File: config.mk
export PLATFORM = sky130hd
export DESIGN_NAME = thermo_dec_4_15
export DESIGN_NICKNAME = d
export VERILOG_FILES = /design/src/rtl/thermo_dec_4_15.sv
export SDC_FILE = /design/constraint.sdc
export NUM_CORES = 1
export LEC_CHECK = 0
export BUFFER_PORTS_ARGS = -buffer_cell sky130_fd_sc_hd__clkbuf_2
export CORE_MARGIN = 5
export CORE_UTILIZATION = 45
export CTS_CLUSTER_SIZE = 10
export DETAILED_ROUTE_END_ITERATION = 12
export GPL_ROUTABILITY_DRIVEN = 0
export PLACE_DENSITY_LB_ADDON = 0.1
export SLEW_MARGIN = 20
export SYNTH_ARGS = -nofsm -noshare
export SYNTH_HDL_FRONTEND = slang
export SYNTH_SLANG_ARGS = --single-unit
File: constraint.sdc
create_clock -name clk -period 1.1 [get_ports clk]
set_input_delay 0.22 -clock clk [delete_from_list [all_inputs] [get_ports clk]]
set_output_delay 0.22 -clock clk [all_outputs]
set_load 0.01 [all_outputs]
File: src/rtl/thermo_dec_4_15.sv
// Two-stage valid/ready pipeline decoding a 4-bit ones-count into a 15-bit thermometer word.
// Optional macro THERMO_STATS_EN adds total_ones, a saturating sum of accepted counts.
module thermo_dec_4_15 (
   input  logic        clk,
   input  logic        rst_n,
   input  logic        in_valid,
   output logic        in_ready,
   input  logic [3:0]  in_count,
   output logic        out_valid,
   input  logic        out_ready,
   output logic [14:0] out_thermo
`ifdef THERMO_STATS_EN
   ,
   output logic [7:0]  total_ones
`endif
);

   logic        s1_valid_reg;
   logic [3:0]  s1_count_reg;
   logic        s2_valid_reg;
   logic [14:0] s2_thermo_reg;
   logic [14:0] thermo_next;
   logic        in_xfer;
   logic        out_xfer;
   logic        s2_load;

   assign out_xfer   = s2_valid_reg && out_ready;
   assign s2_load    = s1_valid_reg && (!s2_valid_reg || out_xfer);
   // S1 may take a new word in the same cycle its current word moves into S2.
   assign in_ready   = rst_n && (!s1_valid_reg || s2_load);
   assign in_xfer    = in_valid && in_ready;
   assign out_valid  = s2_valid_reg;
   assign out_thermo = s2_thermo_reg;

   generate
      for (genvar gi = 0; gi < 15; gi++) begin : g_decode
         assign thermo_next[gi] = (s1_count_reg > 4'(gi));
      end
   endgenerate

   always_ff @(posedge clk) begin
      if (!rst_n) begin
         s1_valid_reg  <= 1'b0;
         s1_count_reg  <= 4'd0;
         s2_valid_reg  <= 1'b0;
         s2_thermo_reg <= 15'h0000;
      end else begin
         if (in_xfer) begin
            s1_count_reg <= in_count;
            s1_valid_reg <= 1'b1;
         end else if (s2_load) begin
            s1_valid_reg <= 1'b0;
         end

         if (s2_load) begin
            s2_thermo_reg <= thermo_next;
            s2_valid_reg  <= 1'b1;
         end else if (out_xfer) begin
            s2_valid_reg  <= 1'b0;
         end
      end
   end

`ifdef THERMO_STATS_EN
   logic [7:0] total_reg;
   logic [8:0] total_sum;

   assign total_sum  = {1'b0, total_reg} + {5'd0, in_count};
   assign total_ones = total_reg;

   // Carry out of bit 7 means the sum passed 255; clamp and stay there.
   always_ff @(posedge clk) begin
      if (!rst_n) begin
         total_reg <= 8'd0;
      end else if (in_xfer) begin
         total_reg <= total_sum[8] ? 8'd255 : total_sum[7:0];
      end
   end
`endif

endmodule

==> impl_metrics.py, run 1 <==
metrics = {
    "setup_path": {
        "end_kind": "output port",
        "r2r-start": "out_valid$_SDFFE_PN0P_",
        "cp-start-kind": "register",
        "required_ns": 0.88,
        "rrSetupSlack_ns": -0.03,
        "path_cells": "nor2b_4 -> a21oi_2 -> buf_2",
        "rr_worst_depth": 4,
        "slowest_stage": "dfxtp_2",
        "cp_num_buf_inv": 1,
        "arrival_ns": 0.98,
        "critPathKind": "register to output port",
        "critPathTopFamily": "flip-flops",
        "slowest_delay_ns": 0.33,
        "crit_fanout": 2,
        "r2r_end": "s1_count_reg[2]$_SDFFE_PN0P_",
    },
    "flow_run": {
        "max_cap_violations": 0,
    },
    "layout": {
        "largest_reg_flops": 15,
        "antennaDiodeCount": 0,
        "layout_common_cells": "22 x clkbuf_2, 16 x a21oi_1, 16 x dfxtp_1",
        "final_common_cell": "clkbuf_2",
        "drive_above_1_share": 0.418,
        "layout.nets": 143,
        "n_fill_cell": 179,
        "final_core_util": 0.602,
        "areaGrowthSynthToFinish_pct": 25.9,
    },
    "power": {
        "irDropWorstVdd_uv": 905,
        "total_power_mw": 1.46,
        "pwr_density_cell_nw_per_um2": 1220,
        "leakage_nw": 0.504,
    },
    "die": {
        "placementRows": 16,
        "die_h_um": 55.9,
        "die-area_um2": 3120,
        "pin_count": 25,
        "start_util": 0.478,
        "core_um2": 1980,
        "die_w_um": 55.9,
    },
    "route": {
        "remaining_drc_errors": 0,
        "via_per_inst": 5.06,
        "routed_wl_mm": 1.92,
        "drt_iter0_drc": 8,
        "wire_per_inst_um": 11.9,
        "dr.pass1.iters": 4,
        "ant_nets": 0,
        "vias": 815,
    },
    "synthesis": {
        "ys_types": 27,
        "synth_top_family_by_area": "compound AO/OA/AOI/OAI gates",
        "synth-simple-area-share": 0.147,
        "synth_top_area_share": 0.444,
        "synth-compound-area-share": 0.264,
        "netlist_top_cells_area": "dfxtp_1 44%, a21oi_1 9.0%, mux2i_1 4.2%",
        "muxShareOfSynthArea": 0.0423,
        "netlist_area_um2": 947,
        "synthCells": 101,
        "yosys.area.top_type": "dfxtp_1",
        "syn_nets": 109,
        "synth-warning-count": 0,
        "syn_area_per_cell_um2": 9.38,
        "synth_seq_area_share": 0.444,
        "synth-seq-cells": 21,
        "synth_fa_ha_area_frac": 0,
        "synth_xor_area_frac": 0,
    },
    "global_route": {
        "grt_util_all_layers": 0.138,
        "antenna_found_initial": 0,
        "gr-total-overflow": 0,
        "grt_max_degree": 16,
        "grt_pass1_wl_mm": 3.51,
        "first_global_vias": 788,
    },
    "worst_hold_path": {
        "min_path_type": "input port to register",
        "hold_start": "in_count[0]",
        "hold_path_depth": 3,
        "min_to": "s1_count_reg[0]$_SDFFE_PN0P_",
    },
    "clocking": {
        "clock_path_buffers": 2,
        "cts_sinks": 21,
        "numCtsBuffers": 3,
        "cts-hold-fix-buffers": 0,
        "root_buffer": "clkbuf_4",
        "cts.clk_slew.worst_paths_ns": 0.12,
        "clk_latency_ns": 0.30,
        "tritoncts": "yes",
        "htreeDepth": 1,
    },
    "placed_design": {
        "dp_hpwl_mm": 1.48,
        "portBuffers": 24,
    },
    "status": {
        "outcome": "complete, but fails checks",
        "violations": "setup timing",
    },
    "timing": {
        "finalCriticalPeriod_ns": 1.20,
        "grt_setup_unrepaired": "true",
        "setup_viol": 6,
        "finClkSkew_ns": 0.00597,
        "tightest_slew_ns": 0.271,
        "finalCritPeriodShare": 1.09,
        "relSlewSlack": 0.818,
        "finalWorstSetupSlack_ns": -0.100,
        "hold_viol": 0,
        "tns_ns": -0.180,
        "slew_viol_final": 0,
        "timing.fmax_ghz": 0.833,
    },
}
## power by group
| group | leakage (nW) | switching, mW | internal [mW] |
|---|---|---|---|
| registers | 0.174 | 0.0343 | 0.801 |
| clock network | 0.0177 | 0.234 | 0.136 |
| logic | 0.312 | 0.133 | 0.121 |
## layout make-up
cell class                 count  area [um^2]  area share
sequential                    21          427       0.358
tap                           27         33.8      0.0283
multi-input combinational     65          438       0.367
inverter                       6         22.5      0.0189
timing repair buffer          38          244       0.205
clock inverter                 1         5.00     0.00420
clock buffer                   3         22.5      0.0189
## worst register-to-register path, cell delays in order, from the launching register on
cell and delay [ns]:
dfxtp_2 0.33, nor2b_4 0.12, buf_4 0.17, a21oi_4 0.23, mux2i_1 0.21
## per-stage QoR
stage               instances  cell area, um^2  setup slack [ns]  hold WS [ns]
floorplan                 101              948            0.0466         0.337
global placement          153             1130            0.0345         0.441
finish                    161             1190            -0.100         0.117
detailed placement        153             1130           -0.0101         0.459
CTS                       158             1170            -0.135         0.120
global route              161             1190            -0.176         0.111
## kinds of logic after synthesis
logic type / after synthesis
buffers and inverters: 15
AOI/OAI and AO/OA: 38
muxes: 4
and+or+nand+nor: 23
DFF: 21
## how the worst max path moves through the flow
stage,start,end,depth (start not counted)
2_1_floorplan,out_valid$_SDFFE_PN0P_,out_thermo[4]$_SDFFE_PN0P_,4
3_3_place_gp,out_valid$_SDFFE_PN0P_,s1_count_reg[2]$_SDFFE_PN0P_,4
3_5_place_dp,out_valid$_SDFFE_PN0P_,s1_count_reg[2]$_SDFFE_PN0P_,4
4_1_cts,out_valid$_SDFFE_PN0P_,in_ready,3
5_1_grt,out_valid$_SDFFE_PN0P_,in_ready,3
6_report,out_valid$_SDFFE_PN0P_,in_ready,3
## cell usage after synthesis (all sizes together)
master   instances
dfxtp           21
a21oi           18
buf              8
nand2            8
o21ai            8
inv              6
a211oi           4
mux2i            4
nand3            4
nor2             4
a311oi           2
and2             2
nand4            2
o2111ai          2
o22ai            2
clkbuf           1
nand2b           1
nor2b            1
nor3             1
o221a            1
o31ai            1
## what timing repair did
action                                  4_1_cts  5_1_grt
setup buffers                                 1        4
resized for setup                             1        8
hold endpoints to repair                      0        0
endpoints found under the setup margin        4       13
pin swaps                                     2        2
gates cloned                                  0        0
## layer usage
metal | up-vias | track usage | share of wire
met5 | - | 0 | 0
met4 | 0 | 0.0508 | 0.013
met3 | 5 | 0.0441 | 0.051
met2 | 18 | 0.221 | 0.47
met1 | 363 | 0.172 | 0.47
li1 | 429 | - | -
(Power assumes the default switching activity.)
==> inputs of run 2 (changes only) <==
Settings changed: PLACE_DENSITY from default to 0.73, PLACE_DENSITY_LB_ADDON 0.1 to default.
==> run 2 against run 1 <==
Net effect:
- the run still ends with setup timing left
- highest routed layer unchanged
- largest power group unchanged
- combinational power grew 11%
- sequential share of layout area shrank 1.6 points
- via count grew 4.5%
- power grew 1.3%
- first-iteration DRC count is the same
- largest cell class unchanged
- cell area grew 4.8%
- global-route usage grew 0.45 points
- flip-flop and latch count is the same
- clock-buffer cell count grew 1
- clock skew shrank 0.0035 ns
==> impl_metrics.py, run 2 (synthesized netlist as in run 1, its figures left out) <==
metrics = {
    "route": {
        "vias": 852,
        "drt_iter0_drc": 8,
        "via_per_inst": 5.26,
        "dr.pass1.iters": 4,
        "routed_wl_mm": 2.21,
        "ant_nets": 0,
        "wire_per_inst_um": 13.6,
        "remaining_drc_errors": 0,
    },
    "layout": {
        "drive_above_1_share": 0.467,
        "areaGrowthSynthToFinish_pct": 32.0,
        "largest_reg_flops": 15,
        "antennaDiodeCount": 0,
        "layout_common_cells": "22 x clkbuf_2, 18 x dfxtp_1, 12 x a21oi_1",
        "layout.nets": 144,
        "final_core_util": 0.631,
        "final_common_cell": "clkbuf_2",
    },
    "global_route": {
        "gr-total-overflow": 0,
        "grt_pass1_wl_mm": 3.56,
        "grt_max_degree": 16,
        "first_global_vias": 784,
        "grt_util_all_layers": 0.142,
        "antenna_found_initial": 0,
    },
    "timing": {
        "hold_viol": 0,
        "timing.fmax_ghz": 0.797,
        "grt_setup_unrepaired": "true",
        "slew_viol_final": 0,
        "finalCritPeriodShare": 1.14,
        "finalWorstSetupSlack_ns": -0.154,
        "setup_viol": 6,
        "finClkSkew_ns": 0.00243,
        "relSlewSlack": 0.821,
        "tightest_slew_ns": 0.267,
        "finalCriticalPeriod_ns": 1.25,
    },
    "placed_design": {
        "dp_hpwl_mm": 1.55,
        "portBuffers": 24,
    },
    "die": {
        "start_util": 0.478,
        "pin_count": 25,
        "die_h_um": 55.9,
        "die-area_um2": 3120,
        "core_um2": 1980,
        "die_w_um": 55.9,
        "placementRows": 16,
    },
    "setup_path": {
        "slowest_stage": "dfxtp_4",
        "crit_fanout": 2,
        "required_ns": 0.88,
        "end_kind": "output port",
        "arrival_ns": 1.03,
        "slowest_delay_ns": 0.37,
        "critPathKind": "register to output port",
        "path_cells": "buf_12 -> a21oi_2 -> buf_2",
        "cp-start-kind": "register",
    },
    "power": {
        "seq_power_share": 0.562,
        "p_int_mw": 1.07,
        "total_power_mw": 1.48,
        "p_clk_frac": 0.248,
        "irDropWorstVdd_uv": 854,
        "switching_share": 0.277,
        "pwr-share-comb": 0.190,
        "switchingPower_mw": 0.410,
        "pwr_density_cell_nw_per_um2": 1180,
        "leakage_nw": 0.513,
    },
    "status": {
        "outcome": "complete, but fails checks",
        "violations": "setup timing",
    },
    "clocking": {
        "tritoncts": "yes",
        "root_buffer": "clkbuf_4",
        "clk_latency_ns": 0.30,
        "numCtsBuffers": 3,
        "cts.clk_slew.worst_paths_ns": 0.11,
        "clock_path_buffers": 2,
        "htreeDepth": 1,
        "cts_sinks": 21,
    },
    "flow_run": {
        "max_cap_violations": 0,
    },
    "worst_hold_path": {
        "min_path_type": "input port to register",
    },
}
==> run 2: routing by layer <==
layer,share of wire,global-route usage,vias to the layer above,wire (um)
li1,-,-,434,-
met1,0.44,0.177,387,971
met3,0.057,0.0348,4,127
met5,0,0,-,0
met2,0.49,0.230,27,1080
met4,0.014,0.0678,0,32
==> run 2: what timing repair did <==
item                                    4_1_cts  5_1_grt
gates resized for setup                       7       21
setup buffers                                 4        1
gates cloned                                  0        1
pin swaps                                     1       10
hold buffers                                  0        0
hold endpoints to repair                      0        0
endpoints found under the setup margin        7       16
==> run 2: through the flow <==
| step | cell area (um^2) | TNS, ns | cells | hold WS, ns | setup slack (ns) |
|---|---|---|---|---|---|
| 3_5_place_dp | 1110 | -0.0107 | 152 | 0.454 | -0.00847 |
| 4_1_cts | 1170 | -0.305 | 160 | 0.122 | -0.175 |
| 6_report | 1250 | -0.312 | 162 | 0.123 | -0.154 |
| 3_3_place_gp | 1110 | 0 | 152 | 0.443 | 0.0363 |
| 2_1_floorplan | 948 | 0 | 101 | 0.337 | 0.0466 |
| 5_1_grt | 1250 | -0.718 | 162 | 0.130 | -0.193 |
==> run 2: worst paths after layout <==
check	start	end	slack, ns	cells past startpoint
setup / recovery	s1_valid_reg$_SDFFE_PN0P_	in_ready	-0.15	3
hold / removal	in_count[2]	s1_count_reg[2]$_SDFFE_PN0P_	0.12	3
setup reg to reg	s1_valid_reg$_SDFFE_PN0P_	s1_count_reg[2]$_SDFFE_PN0P_	-0.04	4
hold reg to reg	out_thermo[7]$_SDFFE_PN0P_	out_thermo[7]$_SDFFE_PN0P_	0.48	2
==> run 2: cell type report <==
class | count | area (um^2)
clock buffers | 4 | 26.3
fillers | 168 | 732
inverters | 6 | 25.0
multi-input cells | 66 | 483
flip-flops and latches | 21 | 427
well taps | 27 | 33.8
repair buffers | 38 | 255
==> run 2: power by group through the flow <==
stage | registers, mW | clock network, mW | logic, mW
finish | 0.830 | 0.366 | 0.281
global route | 0.836 | 0.412 | 0.305
CTS | 0.829 | 0.383 | 0.258
detailed placement | 0.849 | 0 | 0.241
global placement | 0.847 | 0 | 0.238
floorplan | 0.847 | 0 | 0.161
==> run 2: worst max-delay path: cells and delay by family, from the launching register on <==
| family | cells | cell delay (ns) |
|---|---|---|
| AOI/OAI and AO/OA | 1 | 0.11 |
| buffers and inverters | 2 | 0.26 |
| DFF | 1 | 0.37 |
==> inputs of run 3 (changes only) <==
Settings changed: BUFFER_PORTS_ARGS -buffer_cell sky130_fd_sc_hd__clkbuf_2 to -buffer_cell sky130_fd_sc_hd__buf_2.
==> run 3 against run 2 <==
Net effect:
- worst hold slack better by 0.015 ns
- critical path type unchanged
- clock power about the same
- die area unchanged
- the flow still finishes with violations (setup timing)
- setup slack better by 0.035 ns
- via count up 4.9%
- utilization up 0.50 points
- critical path depth unchanged
- first-iteration DRC count up 88%
- wire length up 8.8%
==> impl_metrics.py, run 3 (synthesized netlist as in run 1, its figures left out) <==
metrics = {
    "power": {
        "pwr_density_cell_nw_per_um2": 1190,
        "leakage_nw": 0.530,
        "total_power_mw": 1.50,
        "irDropWorstVdd_uv": 774,
    },
    "route": {
        "ant_nets": 0,
        "remaining_drc_errors": 0,
        "dr.pass1.iters": 4,
        "wire_per_inst_um": 14.7,
        "routed_wl_mm": 2.41,
        "via_per_inst": 5.45,
        "drt_iter0_drc": 15,
        "vias": 894,
    },
    "setup_path": {
        "slowest_stage": "dfxtp_2",
        "arrival_ns": 1.00,
        "slowest_delay_ns": 0.34,
        "cp-start-kind": "register",
        "required_ns": 0.88,
        "critPathKind": "register to output port",
        "path_cells": "nor2b_4 -> a21oi_2 -> buf_2",
        "crit_fanout": 2,
        "r2r-start": "out_valid$_SDFFE_PN0P_",
        "rrSetupSlack_ns": -0.11,
        "rr_worst_depth": 5,
        "r2r_end": "s1_count_reg[2]$_SDFFE_PN0P_",
        "end_kind": "output port",
    },
    "timing": {
        "finalCritPeriodShare": 1.11,
        "finClkSkew_ns": 0.00288,
        "hold_viol": 0,
        "finalWorstSetupSlack_ns": -0.119,
        "finalCriticalPeriod_ns": 1.22,
        "tns_ns": -0.836,
        "setup_viol": 15,
        "tightest_slew_ns": 0.349,
        "slew_viol_final": 0,
        "timing.fmax_ghz": 0.820,
        "fin_hold_ws_ns": 0.138,
        "grt_setup_unrepaired": "true",
        "relSlewSlack": 0.767,
    },
    "layout": {
        "multi_input_area_um2": 499,
        "areaGrowthSynthToFinish_pct": 33.0,
        "final_common_cell": "buf_2",
        "n_fill_cell": 166,
        "final_area_um2": 1260,
        "final_core_util": 0.636,
        "antennaDiodeCount": 0,
        "largest_reg_flops": 15,
        "layout_common_cells": "23 x buf_2, 18 x dfxtp_1, 12 x a21oi_1, 12 x buf_4, 8 x nand2_1",
        "layout.nets": 146,
        "drive_above_1_share": 0.482,
        "area.sequential_um2": 424,
        "instances_no_fill": 164,
    },
    "status": {
        "violations": "setup timing",
        "outcome": "complete, but fails checks",
    },
    "global_route": {
        "grt_max_degree": 16,
        "grt_pass1_wl_mm": 3.42,
        "first_global_vias": 751,
        "antenna_found_initial": 0,
        "grt_util_all_layers": 0.137,
        "gr-total-overflow": 0,
    },
    "die": {
        "placementRows": 16,
        "pin_count": 25,
        "die_w_um": 55.9,
        "die-area_um2": 3120,
        "core_um2": 1980,
        "start_util": 0.478,
        "die_h_um": 55.9,
    },
    "clocking": {
        "cts-hold-fix-buffers": 0,
        "tritoncts": "yes",
        "root_buffer": "clkbuf_4",
        "clk_latency_ns": 0.30,
        "clock_path_buffers": 2,
        "htreeDepth": 1,
        "cts_sinks": 21,
        "cts.clk_slew.worst_paths_ns": 0.11,
        "numCtsBuffers": 3,
    },
    "worst_hold_path": {
        "min_path_type": "input port to register",
        "min_to": "s1_count_reg[3]$_SDFFE_PN0P_",
        "hold_start": "in_count[3]",
        "hold_path_depth": 3,
    },
    "placed_design": {
        "post-place-ws_ns": 0.0260,
        "portBuffers": 24,
        "dpl.cell_count": 154,
        "dp_hpwl_mm": 1.54,
        "post_dp_cell_area_um2": 1110,
    },
    "flow_run": {
        "max_cap_violations": 0,
    },
}
-- run 3: final cells by class --
cell class | count | share of cell area
multi-input combinational | 67 | 0.396
clock buffer | 4 | 0.0209
sequential | 21 | 0.337
tap | 27 | 0.0268
timing repair buffer | 39 | 0.202
inverter | 6 | 0.0179
-- run 3: where the power goes --
group          switching [mW]  internal [mW]
clock                   0.224          0.142
combinational           0.163          0.133
sequential             0.0360          0.800
-- run 3: worst max path at each step --
stage / startpoint / end / slack [ns] / cells past startpoint
4_1_cts: out_valid$_SDFFE_PN0P_ / in_ready / -0.14 / 3
2_1_floorplan: out_valid$_SDFFE_PN0P_ / out_thermo[4]$_SDFFE_PN0P_ / 0.05 / 4
5_1_grt: out_valid$_SDFFE_PN0P_ / in_ready / -0.17 / 3
3_3_place_gp: out_ready / in_ready / 0.04 / 4
6_report: out_valid$_SDFFE_PN0P_ / in_ready / -0.12 / 3
3_5_place_dp: out_ready / out_thermo[12]$_SDFFE_PN0P_ / 0.03 / 5
-- run 3: critical path: cells and delay by family (launching register included) --
kind / cells / cell delay, ns
AO/OA/AOI/OAI: 1 / 0.10
AND/OR/NAND/NOR: 1 / 0.13
flip-flops: 1 / 0.34
buffers and inverters: 1 / 0.13
-- run 3: timing repair --
| item | 4_1_cts | 5_1_grt |
|---|---|---|
| resized for setup | 4 | 19 |
| endpoints found under the setup margin | 2 | 16 |
| gates cloned | 0 | 2 |
| buffers inserted | 1 | 3 |
| pin swaps | 2 | 7 |
-- run 3: layer usage --
metal	GRT usage	wire length, um	vias up
li1	-	-	437
met3	0.0441	99	5
met2	0.225	1220	25
met5	0	0	-
met1	0.164	1060	427
met4	0.0610	32	0
